**src/rtl/instr_prefetch.sv**
```systemverilog
// instr_prefetch: sequential 16-bit instruction prefetch queue between imem and the IF/ID register.
// Optional feature macro PREFETCH_BYPASS_EN: an arriving fetch reaches the head outputs in the same cycle when the queue is empty.
module instr_prefetch #(
  parameter int unsigned DEPTH    = 4,
  parameter logic [15:0] RESET_PC = 16'h0000
) (
  input  logic        clk,
  input  logic        rst,
  output logic        imem_req,
  output logic [15:0] imem_addr,
  input  logic        imem_gnt,
  input  logic        imem_rvalid,
  input  logic [15:0] imem_rdata,
  input  logic        redirect,
  input  logic [15:0] redirect_pc,
  input  logic        halt,
  output logic        out_valid,
  output logic [15:0] out_instr,
  output logic [15:0] out_pc,
  input  logic        out_ready,
  output logic        err
);

  localparam int unsigned AW = (DEPTH > 1) ? $clog2(DEPTH) : 1;
  localparam int unsigned CW = $clog2(DEPTH + 1);
  localparam int unsigned RW = CW + 1;

  typedef struct packed {
    logic [15:0] pc;
    logic [15:0] instr;
  } entry_t;

  typedef enum logic [1:0] {
    S_FETCH,
    S_WAIT,
    S_DROP,
    S_HALTED
  } state_t;

  state_t        state;
  state_t        state_nxt;
  entry_t        mem [DEPTH];
  entry_t        head;
  logic [AW-1:0] rd_ptr;
  logic [AW-1:0] wr_ptr;
  logic [CW-1:0] count;
  logic [15:0]   fetch_pc;
  logic [15:0]   req_pc;
  logic          halted;
  logic          err_q;

  logic redir;
  logic outstanding;
  logic rsp_take;
  logic rsp_keep;
  logic fifo_valid;
  logic full;
  logic room;
  logic pop;
  logic fifo_pop;
  logic push;
  logic push_ok;
  logic accept;
  logic byp;

  // Once halted, redirects are ignored entirely.
  assign redir       = redirect & ~halted;
  assign outstanding = (state == S_WAIT) | (state == S_DROP);
  assign rsp_take    = (state == S_WAIT) & imem_rvalid;
  assign rsp_keep    = rsp_take & ~redir;
  assign fifo_valid  = (count != '0);
  assign full        = (count == CW'(DEPTH));
  assign head        = mem[rd_ptr];

`ifdef PREFETCH_BYPASS_EN
  assign byp       = rsp_keep & (count == '0);
  assign out_valid = fifo_valid | byp;
  assign out_pc    = byp ? req_pc : head.pc;
  assign out_instr = byp ? imem_rdata : head.instr;
`else
  assign byp       = 1'b0;
  assign out_valid = fifo_valid;
  assign out_pc    = head.pc;
  assign out_instr = head.instr;
`endif

  assign pop      = out_valid & out_ready & ~redir;
  assign fifo_pop = pop & fifo_valid;
  // A bypassed word consumed this cycle never enters the FIFO.
  assign push     = rsp_keep & ~(byp & out_ready);
  assign push_ok  = push & ~full;

  // Entries held plus in flight, after this cycle's pop, must leave a free slot.
  assign room      = (RW'(count) + RW'(outstanding)) < (RW'(DEPTH) + RW'(pop));
  assign accept    = imem_req & imem_gnt;
  assign imem_addr = fetch_pc;
  assign err       = err_q;

  always_ff @(posedge clk or negedge rst) begin
    if (!rst) state <= S_FETCH;
    else      state <= state_nxt;
  end

  always_comb begin
    state_nxt = state;
    case (state)
      S_FETCH: begin
        if (accept)      state_nxt = S_WAIT;
        else if (halted) state_nxt = S_HALTED;
      end
      S_WAIT: begin
        if (redir)            state_nxt = imem_rvalid ? S_FETCH : S_DROP;
        else if (imem_rvalid) state_nxt = accept ? S_WAIT : (halted ? S_HALTED : S_FETCH);
      end
      S_DROP: begin
        if (imem_rvalid) state_nxt = halted ? S_HALTED : S_FETCH;
      end
      default: state_nxt = S_HALTED;
    endcase
  end

  // A new fetch may chain onto the returning response in the same cycle.
  always_comb begin
    imem_req = 1'b0;
    if ((state == S_FETCH) || rsp_take)
      imem_req = rst & room & ~halted & ~redirect;
  end

  always_ff @(posedge clk or negedge rst) begin
    if (!rst) begin
      fetch_pc <= RESET_PC;
      req_pc   <= '0;
      rd_ptr   <= '0;
      wr_ptr   <= '0;
      count    <= '0;
      halted   <= 1'b0;
      err_q    <= 1'b0;
    end else begin
      halted <= halted | halt;
      if ((imem_rvalid & ~outstanding) | (push & full))
        err_q <= 1'b1;
      if (redir) begin
        fetch_pc <= redirect_pc;
        rd_ptr   <= '0;
        wr_ptr   <= '0;
        count    <= '0;
      end else begin
        if (accept) begin
          req_pc   <= fetch_pc;
          fetch_pc <= fetch_pc + 16'd2;
        end
        if (push_ok)  wr_ptr <= wr_ptr + AW'(1);
        if (fifo_pop) rd_ptr <= rd_ptr + AW'(1);
        count <= count + CW'(push_ok) - CW'(fifo_pop);
      end
    end
  end

  always_ff @(posedge clk or negedge rst) begin
    if (!rst) begin
      for (int i = 0; i < int'(DEPTH); i++) mem[i] <= '0;
    end else if (push_ok) begin
      mem[wr_ptr] <= {req_pc, imem_rdata};
    end
  end

endmodule

```
**config.mk**
```make
export PLATFORM = sky130hd
export DESIGN_NAME = instr_prefetch
export DESIGN_NICKNAME = d
export VERILOG_FILES = /design/src/rtl/instr_prefetch.sv
export SDC_FILE = /design/constraint.sdc
export NUM_CORES = 1
export LEC_CHECK = 0
export CAP_MARGIN = 20
export CORE_MARGIN = 5
export CORE_UTILIZATION = 56
export CTS_CLUSTER_SIZE = 20
export DETAILED_ROUTE_END_ITERATION = 10
export PLACE_DENSITY = 0.85
export SLEW_MARGIN = 10
export SYNTH_ARGS = -nofsm -noshare
export SYNTH_HDL_FRONTEND = slang
export SYNTH_SLANG_ARGS = --single-unit
```
**constraint.sdc**
```tcl
create_clock -name clk -period 7.1 [get_ports clk]
set_input_delay 1.42 -clock clk [delete_from_list [all_inputs] [get_ports clk]]
set_output_delay 1.42 -clock clk [all_outputs]
set_load 0.1 [all_outputs]
```
=== Word level (Yosys, flattened, before mapping) ===
Cells that the tools add are included.

* Memories: 0
* Latch bits: 0
* Bits in writable memories: 0
* Bits in read-only memories: 0
* Register bits after elaboration: 171

* $mul: 0
* Bitwise operators: 23
* Add/sub/neg operators: 7
* Divide/modulo/power cells: 0
* Order comparisons: 4
* Mux-type cells: 23
* Reductions and logical operators: 9
* Equality and inequality tests: 6
* Shift-type cells: 0

{| class="wikitable"
|+ Operators with widths
! operator !! number
|-
| 128-bit bitwise mux || 1
|-
| 32-bit 2-to-1 mux || 3
|-
| 32-bit binary-select mux with 2-bit select || 1
|-
| 32-bit demux with 2-bit select || 1
|-
| 16-bit 2-to-1 mux || 2
|-
| 2-bit 2-to-1 mux || 12
|-
| 16-bit by 2-bit adder with 16-bit output, second input constant || 1
|-
| 1-bit bitwise AND || 13
|-
| 3-bit >= comparator, second input constant || 2
|-
| 3-bit inequality test, second input constant || 2
|-
| 2-bit inverter with 3-bit output || 2
|-
| 2-bit one-hot mux with 3 select lines || 1
|-
| 2-bit nonzero test || 3
|-
| 1-bit inverter || 5
|-
| 2-bit by 1-bit adder with 2-bit output, second input constant || 2
|-
| 3-bit by 1-bit adder with 4-bit output || 1
|-
| 3-bit by 1-bit adder with 4-bit output, first input constant || 1
|-
| 4-bit less-than comparator || 1
|-
| 3-bit by 1-bit adder with 3-bit output || 1
|-
| 3-bit == test, second input constant || 1
|-
| 3-bit by 1-bit less-than comparator with 1-bit output, second input constant || 1
|-
| 3-bit 2-to-1 mux || 1
|-
| 1-bit OR || 3
|-
| 3-bit AND reduction || 1
|-
| 10 further kinds || 10
|}

=== Depth between registers and ports, before layout ===
* Depth in word-level cells: 15
* Mapped depth: 11
* Depth with buffers taken out: 11

=== Least setup slack after synthesis ===
Ideal clock, no wire load.

* Kind: input to output
* Start: input redirect
* End: output imem_req
* Data arrival time: 3.854 ns
* Data required time: 5.680 ns
* Slack: 1.826 ns
* Buffers on the path: 0
* Stages: 3
* Cells stage by stage: or2b_1 a21oi_1 nor3_1

* Cells in the longest elaborated chain, start to end: 9
* Elaborated cells between the ends (all ways): 10
* Classes of those cells: add/sub: 1; order compare: 1; mux: 1; bitwise: 7

{| class="wikitable"
|+ Ends and longest elaborated chain
! what !! RTL line !! RTL
|-
| from (decl) || 14 || <nowiki>input logic redirect,</nowiki>
|-
| 1-bit bitwise AND || 67 || <nowiki>assign redir = redirect & ~halted;</nowiki>
|-
| 1-bit inverter (no line) || - ||
|-
| 1-bit bitwise AND || 87 || <nowiki>assign pop = out_valid & out_ready & ~redir;</nowiki>
|-
| 3-bit by 1-bit adder with 4-bit output || 94 || <nowiki>assign room = (RW'(count) + RW'(outstanding)) < (RW'(DEPTH) + RW'(pop));</nowiki>
|-
| 4-bit less-than comparator || 94 ||
|-
| 1-bit bitwise AND (2 in series) || 126 || <nowiki>imem_req = rst & room & ~halted & ~redirect;</nowiki>
|-
| 1-bit bitwise AND * || 126 ||
|-
| 1-bit 2-to-1 mux * || 125 || <nowiki>if ((state == S_FETCH) || rsp_take)</nowiki>
|-
| to (decl) || 9 || <nowiki>output logic imem_req,</nowiki>
|}

Mark *: on every way between the ends. The rest lies on a longest branch, timed or not.

=== Final worst setup path ===
Same ends and word-level chain as after synthesis.

==> flow_metrics.tcl <==
set metrics [dict create \
    ff2ff_setup_slack_ns 3.88 \
    hp-class "reg2reg" \
    cts_resized 0 \
    regArea_mm2 0.00428 \
    fin_worst_skew_ns 0.0127 \
    yosysWarningCount 0 \
    pwr_density_cell_mw_per_mm2 262 \
    fmax_mhz 183 \
    io_pins 90 \
    synth_edf_count 0 \
    ctsRootBufferMaster "clkbuf_16" \
    synthTopCellsByArea "dfrtp_1 53%, mux2_1 9.7%, mux2_4 9.2%" \
    gp_congestion 0.906 \
    avgSynthCellArea_um2 14.2 \
    design.core.area_mm2 0.0144 \
    detail-route-antenna-nets 0 \
    dp_slack_ns 1.67 \
    netlist.area_leader.share 0.525 \
    power.leakage_nw 4.83 \
    grt_max_degree 69 \
    htree_levels 4 \
    hold_path.startpoint "err$_DFFE_PN0P_" \
    start_util 0.565 \
    min_to "err$_DFFE_PN0P_" \
    post_drt_wl_per_cell_um 20.2 \
    fin_util 0.679 \
    vias_per_cell 5.88 \
    cts_setup_buffers 0 \
    io_buffer_count 89 \
    criticalPathCategory "in2out" \
    crit_path_start "redirect" \
    critPathMaxFanout 14 \
    synth_area_mm2 0.00815 \
    sw_frac_of_total 0.280 \
    rr_endpoint "imem_addr[6]$_DFFE_PN0P_" \
    synth_cell_type_count 53 \
    die_x_um 131 \
    fin_cells 855 \
    row_count 44 \
    cts.sinks 171 \
    insertion_delay_ns 0.43 \
    mostFrequentLayoutCells "170 x dfrtp_1, 88 x clkdlybuf4s50_1, 70 x mux2_1, 65 x nand2_1, 50 x mux2_4" \
    timing.rr.start "state[0]$_DFFE_PN0P_" \
    outcome "finished, final reports clean" \
    clock_path_buffers 2 \
    synthFlopType "dfrtp_1" \
    worst_slew_pin_slew_ns 1.02 \
    grt_overflow 0 \
    ys_ff_latch 171 \
    cts_buffers 17 \
    hpwl_um 10900 \
    finalNetCount 712 \
    clkSlewWorstSetupHoldPaths_ns 0.07 \
    maxSlewViolCount 0 \
    maxSlewHeadroom 0.318 \
    multi_input_area_mm2 0.00360 \
    syn_to_final_growth_pct 20.1 \
    tns_ns 0 \
    drt-initial-drc-count 303 \
    p_seq_frac 0.408 \
    vias 5030 \
    post-route-min-period_ns 5.46 \
    yosysTopAreaCell "dfrtp_1" \
    cts_tree "done" \
    drv_cap 0 \
    r2r_cells 9 \
    fillerInstances 981 \
    grt_pass1_vias 5396 \
    holdPathStages 1 \
    hold_ws_ns 0.478 \
    start_kind "input port" \
    drive_above_1_share 0.216 \
    grt_usage 0.217 \
    final_area_mm2 0.00979 \
    place_inst 823 \
    rsz0062_at_grt "no" \
    drt_first_pass_iters 5 \
    antenna_cells 0 \
    finalHoldViolations 0 \
    chipHeight_um 131 \
    layout.cells.most_common "dfrtp_1" \
    cts_hold_buf 0 \
    cp-end-kind "output pin" \
    ir_drop_mv 0.179 \
    die_area_mm2 0.0171 \
    finalSetupViolCount 0 \
    p_int_mw 1.85 \
    cp.arrival_ns 4.04 \
    grt_pass1_wl_um 28300 \
    power.switching_mw 0.719 \
    p_total_mw 2.57 \
    async_flop_share 1.00 \
    synth_sequential_area_ratio 0.525 \
    synth_cells 573 \
    required_ns 5.68 \
    clockPowerShare 0.417 \
    timing.final.crit_share 0.769 \
    drc 0 \
    routed_wl_um 17300 \
    antenna_found_initial 0 \
    synth_nets 627 \
    final.setup.worst_slack_ns 1.64 \
    share_comb_of_total_power 0.175 \
    place_area_mm2 0.00910 \
]
[synth_stat cells, types with 6 or more instances]
master      n
buf_2       6
a221o_1     6
and2_1      7
inv_1      13
ha_1       14
mux2_2      8
mux4_2     32
o21ai_0    15
dfrtp_1   171
buf_6      12
mux2_4     50
mux2_1     70
nor2_1     22
clkbuf_1    8
nand2_1    65
[logic make-up after synthesis]
group / Yosys count / share of synthesized area
mux: 161 / 0.290
simple gates: 125 / 0.0728
buf+inv: 42 / 0.0327
xor+xnor: 6 / 0.00737
flops: 171 / 0.525
compound gates: 53 / 0.0482
fa+ha+maj: 15 / 0.0240
[worst max path at each step]
stage                to  slack, ns  depth (start not counted)
6_report       imem_req       1.64                          5
2_1_floorplan  imem_req       1.83                          3
5_1_grt        imem_req       1.47                          5
4_1_cts        imem_req       1.65                          5
3_3_place_gp   imem_req       1.71                          5
3_5_place_dp   imem_req       1.67                          5
[cell type report]
type                            instances  area share
Sequential cell                       171       0.437
Tap cell                              184      0.0235
Clock buffer                           19      0.0463
Clock inverter                         13      0.0242
Timing Repair Buffer                   95      0.0958
Inverter                               13     0.00499
Multi-Input combinational cell        360       0.368
[power by group through the flow]
| stage | logic (mW) | clock network (mW) | registers (mW) |
|---|---|---|---|
| finish | 0.450 | 1.07 | 1.05 |
| global route | 0.487 | 1.13 | 1.05 |
| CTS | 0.459 | 1.08 | 1.05 |
| detailed placement | 0.455 | 0 | 1.06 |
| global placement | 0.448 | 0 | 1.06 |
| floorplan | 0.252 | 0 | 1.13 |
[critical path: stages]
cell and delay [ns]:
clkdlybuf4s50_1 0.48, or2b_1 0.47, a21oi_1 0.22, nor3_1 0.27, clkdlybuf4s50_1 1.18
[sequential cells by signal, indices dropped and copies added, names as in the netlist]
signal     count
state          2
imem_addr     16
err            1
halted         1
mem          128
rd_ptr         2
wr_ptr         2
req_pc        16
count          3
[metal layers]
metal	wire [um]	global-route usage	up-vias	part of all wire
li1	-	-	2237	-
met1	7400	0.292	2613	0.43
met2	8710	0.354	164	0.50
met3	1020	0.0565	16	0.059
met4	172	0.0563	0	0.0099
met5	0	0	-	0
(Power assumes the default switching activity.)
==> variant 1 (same settings) <==
Reset style: synchronous (`rst`), changed in 3 clocked blocks.
--- a/src/rtl/instr_prefetch.sv
+++ b/src/rtl/instr_prefetch.sv
@@ -98,3 +98,3 @@
 
-  always_ff @(posedge clk or negedge rst) begin
+  always_ff @(posedge clk) begin
     if (!rst) state <= S_FETCH;
@@ -128,3 +128,3 @@
 
-  always_ff @(posedge clk or negedge rst) begin
+  always_ff @(posedge clk) begin
     if (!rst) begin
@@ -158,3 +158,3 @@
 
-  always_ff @(posedge clk or negedge rst) begin
+  always_ff @(posedge clk) begin
     if (!rst) begin
Check against the original RTL: differs if rst is asserted again (counterexample within 4 cycles, from zero or initial values and one cycle with rst low); with rst held inactive, the same outputs for 4 cycles.
==> variant 1 against the unedited design <==
  * Sequential cell count up 2
  * Non-clock buffer count up 5
  * Worst setup slack worse by 0.37 ns
  * First-iteration DRC count up 43%
  * Critical path depth up 1
  * Register-to-register slack worse by 0.10 ns
  * Wire length up 0.86%
  * Hold slack better by 0.0032 ns
  * Total power up 9.1%
  * Area after synthesis down 3.5%
  * Design area down 2.5%
  * Largest cell class unchanged
  * Highest routed layer unchanged
==> variant 1: results (changes against the unedited design) <==
| Metric | Value |
|---|---|
| Status | complete, no violations |
| Fraction of layout cells with a size suffix above 1 | 0.120 (-0.0957) |
| Netlist cell types | 54 (+1.9%) |
| Top cells by area, synth | edfxtp_1 49%, dfxtp_1 11%, mux4_2 9.2% |
| Most frequent cells after synthesis | 128 x edfxtp_1, 99 x and2_1, 57 x nand2_1 |
| WL/cell | 19.7 um (-2.7%) |
| Mux cell area share after synthesis | 0.0929 (-0.197) |
| M2 GR Usage | 0.379 (+0.0252) |
| Leak Pwr | 0.00349 uW (-28%) |
| Clk_skew | 0.00456 ns (-0.00813 ns) |
| Worst-margin pin slew | 0.984 ns (-0.0367 ns) |
| Initial antenna violation count | 0 (unchanged) |
| Number of global-route vias before repair | 5553 (+2.9%) |
| Met1 usage | 0.287 (-0.00587) |
| Synth Area in XOR/XNOR | 0.00780 (+0.000423) |
| Via density per instance | 5.99 (+1.8%) |
| First-pass GRT wire length | 28600 um (+0.97%) |
| Total nets after synthesis | 662 (+5.6%) |
| VDD IR-drop max | 0.000203 V (+13%) |
| Number of synthesized flops with an enable pin | 128 (+128) |
| Ys flop type | edfxtp_1 |
| Top cell type's share of synthesized area | 0.489 (-0.0366) |
| Layout Nets | 743 (+4.4%) |
| Via count | 5306 (+5.5%) |
| Async SR Flop Fraction | 0 (-1.00) |
| Compound-Gate Fraction of Synth Area | 0.0627 (+0.0145) |
| Post-DP HPWL | 11000 um (+0.71%) |
| Met3 global-route usage | 0.0502 (-0.00628) |
| Dpl cells | 854 (+3.8%) |
| Reg2Reg Setup Slack | 3.78 ns (-0.10 ns) |
| DR iter-0 viols | 433 (+43%) |
| Syn Area/Cell | 12.9 sq um (-9.6%) |
| Seq/Total Area, Yosys | 0.603 (+0.0780) |
| Clk_lat worst skew | 0.42 ns |
| Synth Area in Adders | 0.0185 (-0.00551) |
| Post_cts resized | 0 (unchanged) |
| Largest net degree at the start of global routing | 49 (-29%) |
| CP arrival | 4.41 ns (+0.37 ns) |
| Total track usage | 0.223 (+0.00661) |
==> variant 1: cell families after synthesis <==
kind of cell,Yosys count
simple gates,261
fa+ha+maj,11
buf+inv,51
mux,33
xor+xnor,7
flops,173
compound gates,76
==> variant 1: critical path, stage by stage <==
cell and delay [ns]:
clkdlybuf4s50_1 0.51, nor2b_2 0.78, o41a_1 0.36, nor2_1 0.14
and4_1 0.23, clkdlybuf4s50_1 0.97
==> variant 1: final timing paths <==
path                            startpoint        end  cells past startpoint
worst max-delay path              redirect   imem_req                      6
worst min-delay path                   err        err                      2
worst max register to register    state[1]  req_pc[0]                      9
worst min register to register         err        err                      2
==> variant 1: layout make-up <==
class,instances,area [sq um]
flip-flops and latches,173,4750
fillers,883,4290
multi-input cells,388,2920
repair buffers,100,973
clock buffers,19,433
well taps,180,225
clock inverters,13,195
inverters,13,48.8
==> variant 1: metal layers <==
layer | up-vias | share of wire | wire length, um
met1 | 2578 | 0.40 | 6950
met5 | - | 0 | 0
met2 | 265 | 0.50 | 8730
met3 | 39 | 0.080 | 1400
li1 | 2424 | - | -
met4 | 0 | 0.021 | 374
==> variant 1: report_power, final <==
group	internal (uW)	switching, uW	total, uW
Clock	621	365	986
Sequential	1150	42.1	1190
Combinational	172	453	625
==> variant 1: per-stage QoR <==
stage	hold WS, ns	worst slack [ns]	instance area, sq um	util
2_1_floorplan	0.453	2.24	7870	-
3_3_place_gp	0.461	1.40	8910	0.644
3_5_place_dp	0.462	1.32	8910	0.644
4_1_cts	0.483	1.30	9540	0.690
5_1_grt	0.538	1.11	9540	0.690
6_report	0.481	1.27	9540	0.690
==> variant 2 (config.mk and constraints unchanged) <==
Without the edit above. `DEPTH`: 4 -> 8.
--- a/src/rtl/instr_prefetch.sv
+++ b/src/rtl/instr_prefetch.sv
@@ -3,3 +3,3 @@
 module instr_prefetch #(
-  parameter int unsigned DEPTH    = 4,
+  parameter int unsigned DEPTH    = 8,
   parameter logic [15:0] RESET_PC = 16'h0000
Behaviour: no difference found for any inputs over 4 cycles, from zero or initial values and one cycle with rst low; that may be too few to reach the edited logic, so the function may still have changed.
==> variant 2 against the unedited design <==
  * Design area grew 66%
  * Register-to-register slack got worse by 0.11 ns
  * Highest routed layer unchanged
  * Wire length grew 69%
  * Worst setup slack got worse by 0.0075 ns
  * Sequential cell count is 131 higher
  * Total power grew 150%
  * Via count rose by 62%
  * Hold slack got worse by 0.017 ns
  * Area after synthesis is 71% higher
==> variant 2: results (changes against the unedited design) <==
| Metric | Value |
|---|---|
| Status | complete, no violations |
| Total nets after synthesis | 991 (+58%) |
| Number of non-clock buffers | 105 (+11%) |
| CP max FO | 28 (+14) |
| Placed Area | 15100 sq um (+66%) |
| DRT Wirelength | 29200 um (+69%) |
| First-pass GRT wire length | 48500 um (+71%) |
| Seq Cell Count | 302 (+77%) |
| Rows | 57 (+30%) |
| Wire length on met3 | 1370 um (+34%) |
| DR iter-0 viols | 571 (+88%) |
| Combinational power share | 0.337 (+0.162) |
| P_seq | 2430 uW (+130%) |
| Comb_multi_in | 564 (+57%) |
| Met3 global-route usage | 0.0352 (-0.0213) |
| Layout Nets | 1071 (+50%) |
| Gpl congestion | 0.836 (-7.7%) |
| R2r endpoint | mem[150] |
| Pint | 4080 uW (+120%) |
| Post-place setup slack | 1.68 ns (+0.00728 ns) |
| VDD IR-drop max | 0.000399 V (+120%) |
| Reg2Reg Depth | 7 (-2) |
| WHS | 0.461 ns (-0.0168 ns) |
| Seq/Total Area, Yosys | 0.542 (+0.0168) |
| Max reg flops | 256 (+100%) |
| Combinational power | 2130 uW (+370%) |
| Max Root-Sink Buffers | 3 (+1) |
| Largest net degree at the start of global routing | 169 (+140%) |
| Reg2Reg Setup Slack | 3.77 ns (-0.11 ns) |
| Clock buf count | 44 (+25) |
| Slew headroom | 0.264 (-0.0539) |
| Seq area share | 0.466 (+0.0288) |
| Non-clock buffering overhead | 0.0634 (-0.0324) |
| Clk_skew | 0.00965 ns (-0.00303 ns) |
| Number of global-route vias before repair | 8968 (+66%) |
| Post-DP HPWL | 17500 um (+60%) |
| Top cells by area, synth | dfrtp_1 54%, mux2_2 23%, mux4_2 10% |
| Via density per instance | 6.00 (+2.0%) |
| Fraction of layout cells with a size suffix above 1 | 0.421 (+0.205) |
| Met1 usage | 0.295 (+0.00245) |
| Drt pass-1 iters | 4 (-1) |
| Total track usage | 0.212 (-0.00489) |
| Dpl cells | 1306 (+59%) |
| M2 GR Usage | 0.354 (about the same) |
| Area of the multi-input gates | 6070 sq um (+69%) |
==> variant 2: cell count changes in the layout (fill, tap and decap cells not counted), moves of 14 or more <==
cell	unedited run	this run
mux2_2	8	281
mux4_2	32	64
dfrtp_1	170	299
mux2_4	50	0
mux2_1	70	7
clkbuf_16	17	31
==> variant 2: worst max path at each step <==
stage | endpoint | slack (ns) | cells past startpoint
final | imem_req | 1.63 | 7
after global placement | imem_req | 1.73 | 5
after detailed placement | imem_req | 1.68 | 5
after floorplan | imem_req | 2.27 | 3
after global routing | imem_req | 1.55 | 5
after CTS | imem_req | 1.67 | 5
==> variant 2: kinds of logic (layout without fill, tap and decap cells) <==
group,after synthesis,count (layout),synth area share
buf+inv,68,170,0.0241
fa+ha+maj,18,18,0.0167
compound gates,46,46,0.0268
simple gates,137,137,0.0474
mux,353,353,0.337
xor+xnor,10,10,0.00628
flops,302,302,0.542
